[config.mk]
export PLATFORM = sky130hd
export DESIGN_NAME = shift_register_sequencer
export DESIGN_NICKNAME = d
export VERILOG_FILES = /design/src/rtl/shift_register_sequencer_pkg.sv /design/src/rtl/shift_register_sequencer_step.sv /design/src/rtl/shift_register_sequencer.sv
export SDC_FILE = /design/constraint.sdc
export NUM_CORES = 1
export LEC_CHECK = 0
export CORE_MARGIN = 1.5
export CORE_UTILIZATION = 35
export CTS_BUF_LIST = sky130_fd_sc_hd__clkbuf_8
export CTS_CLUSTER_SIZE = 40
export DETAILED_ROUTE_END_ITERATION = 8
export PLACE_DENSITY = 0.7
export SYNTH_ARGS = -nofsm -noshare
export SYNTH_HDL_FRONTEND = slang
export SYNTH_SLANG_ARGS = --single-unit
[constraint.sdc]
create_clock -name clockPulse -period 1.4 [get_ports clockPulse]
set_input_delay 0.42 -clock clockPulse [delete_from_list [all_inputs] [get_ports clockPulse]]
set_output_delay 0.42 -clock clockPulse [all_outputs]
set_load 0.01 [all_outputs]
[src/rtl/shift_register_sequencer_pkg.sv]
// Shared encodings for the counted-shift sequencer: shift modes, direction and FSM states.
package shift_register_sequencer_pkg;

    typedef enum logic [1:0] {
        MODE_LOGIC = 2'b00,
        MODE_ROT   = 2'b01,
        MODE_ARITH = 2'b10,
        MODE_RSVD  = 2'b11
    } shiftMode_t;

    typedef enum logic {
        DIR_RIGHT = 1'b0,
        DIR_LEFT  = 1'b1
    } shiftDir_t;

    typedef enum logic [1:0] {
        IDLE  = 2'b00,
        SHIFT = 2'b01,
        DONE  = 2'b10
    } seqState_t;

endpackage

[src/rtl/shift_register_sequencer_step.sv]
// Combinational single-step shifter: next register value and the bit shifted out.
module shift_step_unit
    import shift_register_sequencer_pkg::*;
#(
    parameter int unsigned WIDTH = 8
) (
    input  logic [WIDTH-1:0] d,
    input  shiftDir_t        dir,
    input  shiftMode_t       mode,
    input  logic             ShiftInput,
    output logic [WIDTH-1:0] nextD,
    output logic             outBit
);

    logic fillBit;

    always_comb begin
        fillBit = ShiftInput;
        nextD   = d;
        outBit  = 1'b0;
        if (dir == DIR_RIGHT) begin
            // Reserved mode falls through to logical fill.
            case (mode)
                MODE_ROT:   fillBit = d[0];
                MODE_ARITH: fillBit = d[WIDTH-1];
                default:    fillBit = ShiftInput;
            endcase
            nextD  = {fillBit, d[WIDTH-1:1]};
            outBit = d[0];
        end else begin
            case (mode)
                MODE_ROT:   fillBit = d[WIDTH-1];
                MODE_ARITH: fillBit = 1'b0;
                default:    fillBit = ShiftInput;
            endcase
            nextD  = {d[WIDTH-2:0], fillBit};
            outBit = d[WIDTH-1];
        end
    end

endmodule

[src/rtl/shift_register_sequencer.sv]
// Universal shift register with a counted-shift sequencer and Busy/Done handshake.
module shift_register_sequencer
    import shift_register_sequencer_pkg::*;
#(
    parameter int unsigned WIDTH = 8,
    parameter int unsigned CNT_W = 4
) (
    input  logic             clockPulse,
    input  logic             Reset,
    input  logic             ParallelLoad,
    input  logic [WIDTH-1:0] Data,
    input  logic             Start,
    input  logic             Dir,
    input  logic [1:0]       Mode,
    input  logic [CNT_W-1:0] Count,
    input  logic             ShiftInput,
    output logic [WIDTH-1:0] dataBus,
    output logic             ShiftOutput,
    output logic             Busy,
    output logic             Done
);

    seqState_t        state;
    shiftDir_t        cmdDir;
    shiftMode_t       cmdMode;
    logic [CNT_W-1:0] stepCnt;
    logic [WIDTH-1:0] nextD;
    logic             outBit;

    shift_step_unit #(.WIDTH(WIDTH)) stepUnit (
        .d          (dataBus),
        .dir        (cmdDir),
        .mode       (cmdMode),
        .ShiftInput (ShiftInput),
        .nextD      (nextD),
        .outBit     (outBit)
    );

    always_ff @(posedge clockPulse) begin
        if (Reset) begin
            dataBus     <= '0;
            ShiftOutput <= 1'b0;
            Busy        <= 1'b0;
            Done        <= 1'b0;
            state       <= IDLE;
            stepCnt     <= '0;
            cmdDir      <= DIR_RIGHT;
            cmdMode     <= MODE_LOGIC;
        end else if (ParallelLoad) begin
            dataBus <= Data;
            Busy    <= 1'b0;
            Done    <= 1'b0;
            state   <= IDLE;
        end else begin
            case (state)
                SHIFT: begin
                    dataBus     <= nextD;
                    ShiftOutput <= outBit;
                    stepCnt     <= stepCnt - 1'b1;
                    if (stepCnt == CNT_W'(1)) begin
                        state <= DONE;
                        Busy  <= 1'b0;
                        Done  <= 1'b1;
                    end
                end
                default: begin
                    // IDLE and DONE both accept a new command, giving back-to-back issue.
                    Busy  <= 1'b0;
                    Done  <= 1'b0;
                    state <= IDLE;
                    if (Start) begin
                        cmdDir  <= shiftDir_t'(Dir);
                        cmdMode <= shiftMode_t'(Mode);
                        stepCnt <= Count;
                        if (Count != '0) begin
                            state <= SHIFT;
                            Busy  <= 1'b1;
                        end else begin
                            state <= DONE;
                            Done  <= 1'b1;
                        end
                    end
                end
            endcase
        end
    end

endmodule
# Yosys cells after proc, flatten, opt, wreduce, memory -nomap -nowiden
# Cells that the tools add are included.
[word_totals] ramBits=0 output_inout_bits=11 in_bits=20 wordCells=46 latchBits=0 regBits=20 n_memories=0 mem_bits_ro=0
[op_classes] eq_ne=6 n_div=0 n_reduce_logical=8 multipliers=0 addsub=1 mux=20 n_bitwise=2 magnitude_cmp=0 shift=0
[op_table] operator="$mux W8" n=3
[op_table] operator="$mux W1" n=9
[op_table] operator="$mux W2" n=4
[op_table] operator="$mux W4" n=2
[op_table] operator="$reduce_and A2 Y1" n=3
[op_table] operator="$eq A2 B1 Y1 const B" n=2
[op_table] operator="$eq A4 B1 Y1 const B" n=1
[op_table] operator="$pmux W1 S2" n=2
[op_table] operator="$reduce_bool A2 Y1" n=2
[op_table] operator="$reduce_bool A4 Y1" n=1
[op_table] operator="$sub A4 B1 Y4 const B" n=1
[op_table] operator="$ne A3 B3 Y1 const B" n=1
[op_table] operator="$reduce_and A3 Y1" n=1
[op_table] operator="$eq A2 B2 Y1 const B" n=1
[op_table] operator="$ne A2 B2 Y1 const B" n=1
[op_table] operator="$not A1 Y1" n=2
[op_table] operator="$reduce_or A2 Y1" n=1

# Logic depth before layout (Yosys ltp)
[logic_depth] depth_word=5 ltp_mapped=6 ltp_nobuf=6

# Cells and area by module
# Synthesis repeated with hierarchy kept, for this count alone.
[unflattened] cells_unflattened=136 hier_area_um2=1099.8
[modules_own_cells] mod="shift_register_sequencer" n_inst=1 cells_per_inst=115 area_per_inst_um2=892.1 seq_area_each_um2=360.3
[modules_own_cells] mod="shift_step_unit" n_inst=1 cells_per_inst=21 area_per_inst_um2=207.7 seq_area_each_um2=0.0

# Worst setup path before layout
# No wires, ideal clock.
[synth_path] path_kind="input port to flip-flop" from="input port Count[0]" to="register Done" path_buffers=0 required_time_ns=1.313 path_slack_ns=0.090 cell_stages=3 t_arrival_ns=1.223 setup_time_ns=0.087 cell_sequence="or4_1 -> o21ai_1 -> nor4b_2"
[synth_between] elab_chain_len=4
[synth_rtl] element="start: declaration" line_no="shift_register_sequencer.sv:15" text="input logic [CNT_W-1:0] Count,"
[synth_rtl] element="$reduce_bool A4 Y1" line_no="shift_register_sequencer.sv:75" text="if (Count != '0) begin"
[synth_rtl] element="$mux W1" line_no="shift_register_sequencer.sv:75"
[synth_rtl] element="$mux W1" line_no="shift_register_sequencer.sv:71" text="if (Start) begin"
[synth_rtl] element="$mux W1" line_no="shift_register_sequencer.sv:55" text="case (state)"
[synth_rtl] element="end signal: assignment" line_no="shift_register_sequencer.sv:63" text="Done <= 1'b1;"
[synth_rtl] element="end signal: assignment" line_no="shift_register_sequencer.sv:69" text="Done <= 1'b0;"
[synth_rtl] element="end signal: assignment" line_no="shift_register_sequencer.sv:80" text="Done <= 1'b1;"
[synth_rtl] element="end: declaration" line_no="shift_register_sequencer.sv:20" text="output logic Done"
# No other way between the ends.
# A chain may end at the register's enable or synchronous reset.

# Worst setup path in the final report
[layout_path] from="input port Count[3]" to="register Done"
# Same word-level chain as after synthesis.

==> impl_results.md <==
- TritonCTS clock tree: yes
- Syn nets: 145
- Synth Warn #: 0
- Crit end category: flip-flop
- Clock latency on the worst-skew pair: 250 ps
- Metal2 WL: 1270 um
- Slew @ Worst Pin: 348 ps
- Number of DRC markers in iteration 0: 25
- Final min period: 1330 ps
- Synth top area share: 35.3%
- Critical Path, Cell by Cell: dlygate4sd2_1, or4_4, o21ai_2, nor4b_4
- Leak Pwr: 0.665 nW
- Uppermost routed layer: met4
- Diode count: 0
- Crit path DAT: 1500 ps
- Hold EP: ShiftOutput$_SDFFE_PP0P_
- Cell area after layout: 1570 um^2
- Synth cell types: 30
- Startpoint types: input port
- Slew margin rel.: 76.8%
- Drt wl/cell: 13.4 um
- Die area: 3250 um^2
- Vias in the first global route: 968
- CP peak stage delay: 490 ps
- Worst flop-to-flop path endpoint: state[0]$_SDFFE_PP0P_
- Area growth, synth to finish: 53.6%
- Max Buffers Root-to-Sink: 2
- Worst Path Max Fanout: 2
- WL met3: 132 um
- DRT Pass-1 Iters: 4
- WP data required: 1570 ps
- Reg2Reg Depth: 5
- Hold Path Stages: 2
- Port-buffer cells: 30
- Sink Count: 18
- Netlist Area Pre-Place: 1020 um^2
- Die H: 57.0 um
- Final Wtd Congestion: 0.827
- Top cells by area, synth: dfxtp_1, mux2i_1, a21oi_1
- Flop2flop setup slack: 80 ps
- Fmax: 0.752 GHz
- Total congestion overflow: 0
- Outcome: completed
- CTS Root Cell: clkbuf_8
- First-pass GRT wire length: 4240 um
- Cell Rows: 19
- Design Power: 1.32 mW
- Vias per cell: 5.17
- FILL cells: 267
- Max-capacitance violation count: 0
- Syn avg cell area: 8.43 um^2
- Total track usage: 16.4%
- I/O Pins: 31
- Crit-path slowest cell: or4_4
- Crit Path Class: input port to flip-flop
- RSZ-0062 raised after global routing: no
- Worst VDD drop: 540 uV
- Synthesized flop and latch total: 18
- Clk_skew: 1.58 ps
- Pin count of the biggest net entering global routing: 20
- WHS: 505 ps
- Reg2reg start: Done$_SDFFE_PP0P_
- Count of pins over their slew limit: 0
- Effective utilization at floorplan: 37.0%
- Final Cycle Share: 95.0%
- Cell area after placement: 1460 um^2
- Share of layout cells above drive strength 1: 22.6%
- Die X: 57.0 um
- DRC: 0
- Area leader, netlist: dfxtp_1
- Pwr Density: 845 nW/um^2
- Final Hold Viols: 0
- Syn Inst Count: 121
- Half-perimeter wire length after detailed placement: 1960 um
- DRT antenna net count: 0
- Htree depth: 1
- Core footprint: 2760 um^2
- HP Class: flip-flop to flip-flop
- Clk slew on worst S/H paths: 70 ps
- Hold-fix buffers at CTS: 0
- Worst setup path startpoint: Count[3]
- Met1 WL: 1230 um
- DRT Wirelength: 2660 um
- Via count: 1029
- Sequential share of the synthesized area: 35.3%
- # setup viols final: 0
- Clock buffer count from CTS: 3
- Antenna violations before repair: 0
- HP Start: ShiftOutput$_SDFFE_PP0P_
- Nets: 193
==> routing by layer <==
metal / track usage (%) / up-vias
met5: 0 / -
met4: 4.98 / 0
met3: 3.85 / 3
met2: 28.4 / 32
met1: 20.3 / 468
li1: - / 526
==> stage by stage <==
step | setup slack, ps | util, % | std cells | TNS [ps]
after floorplan | 89.8 | - | 121 | 0
after global placement | -371 | 52.8 | 194 | -4320
after detailed placement | -447 | 52.8 | 194 | -4810
after CTS | -39.0 | 55.4 | 199 | -39.0
after global routing | 0.617 | 56.8 | 199 | 0
final | 70.7 | 56.8 | 199 | 0
==> final cells by class <==
type,count,area [um^2],area share [%]
Tap cell,31,38.8,2.48
Clock buffer,4,55.1,3.51
Multi-Input combinational cell,87,631,40.3
Inverter,8,30.0,1.92
Sequential cell,18,364,23.2
Timing Repair Buffer,51,448,28.6
==> registers in the layout (all words and copies together), names as in the netlist <==
| register | cells |
|---|---|
| Done | 1 |
| ShiftOutput | 1 |
| cmdDir | 1 |
| cmdMode | 2 |
| dataBus | 8 |
| state | 1 |
| stepCnt | 4 |
==> cell usage after synthesis <==
cell type / number
a211o_1: 6
a211oi_1: 3
a21o_1: 2
a21oi_1: 13
a221oi_1: 2
a311oi_1: 1
a31oi_1: 2
buf_2: 1
buf_4: 2
buf_6: 2
clkbuf_1: 3
dfxtp_1: 18
ha_1: 4
inv_1: 8
mux2i_1: 11
nand2_1: 9
nand2b_1: 1
nand3b_1: 1
nor2_1: 15
nor2b_1: 1
nor3_1: 2
nor3_2: 1
nor4_1: 2
nor4b_2: 1
o211ai_1: 2
o21a_1: 2
o21ai_0: 3
o21ai_1: 1
or3_1: 1
or4_1: 1
==> worst max-delay path: cells and delay by family <==
family / cells / cell delay (ps)
AO/OA/AOI/OAI: 1 / 140
buffers and inverters: 1 / 250
AND/OR/NAND/NOR: 2 / 690
==> worst max path at each step <==
stage                     cells past startpoint  slack (ps)                    end
after floorplan                               3          90      Done$_SDFFE_PP0P_
final                                         4          70      Done$_SDFFE_PP0P_
after CTS                                     4         -40      Done$_SDFFE_PP0P_
after detailed placement                      4        -450      Done$_SDFFE_PP0P_
after global placement                        4        -370      Done$_SDFFE_PP0P_
after global routing                          5         0.6  state[0]$_SDFFE_PP0P_
==> power by group <==
| part | switching (mW) | internal [mW] |
|---|---|---|
| sequential | 0.0281 | 0.545 |
| combinational | 0.145 | 0.176 |
| clock | 0.179 | 0.250 |
| total | 0.353 | 0.971 |
==> cell families (layout without fill, tap and decap cells) <==
logic type / count (synthesis) / count (layout) / share of synthesized area [%]
compound gates: 37 / 37 / 23.9
fa+ha+maj: 4 / 4 / 4.91
buf+inv: 16 / 63 / 8.22
flops: 18 / 18 / 35.3
mux: 11 / 11 / 10.8
simple gates: 35 / 35 / 16.8
==> what timing repair did <==
item	CTS	global route
resized for setup	24	10
setup endpoints to repair	20	14
pin swaps	4	4
buffers inserted	1	0
==> cells in the final DEF, fill, tap and decap left out, drive strengths merged, types with 2 or more instances in the layout <==
master         synthesis  layout
a221oi                 2       2
a21oi                 13      13
a211oi                 3       3
buf                    5      21
dlymetal6s2s           0       2
nor4                   2       2
nor2                  15      15
dlygate4sd2            0      15
nor3                   3       3
o211ai                 2       2
ha                     4       4
mux2i                 11      11
o21a                   2       2
nand2                  9       9
clkbuf                 3       4
a21o                   2       2
dfxtp                 18      18
o21ai                  4       4
a31oi                  2       2
a211o                  6       6
inv                    8       8
clkdlybuf4s50          0      12
Power figures use the tool's default switching activity.
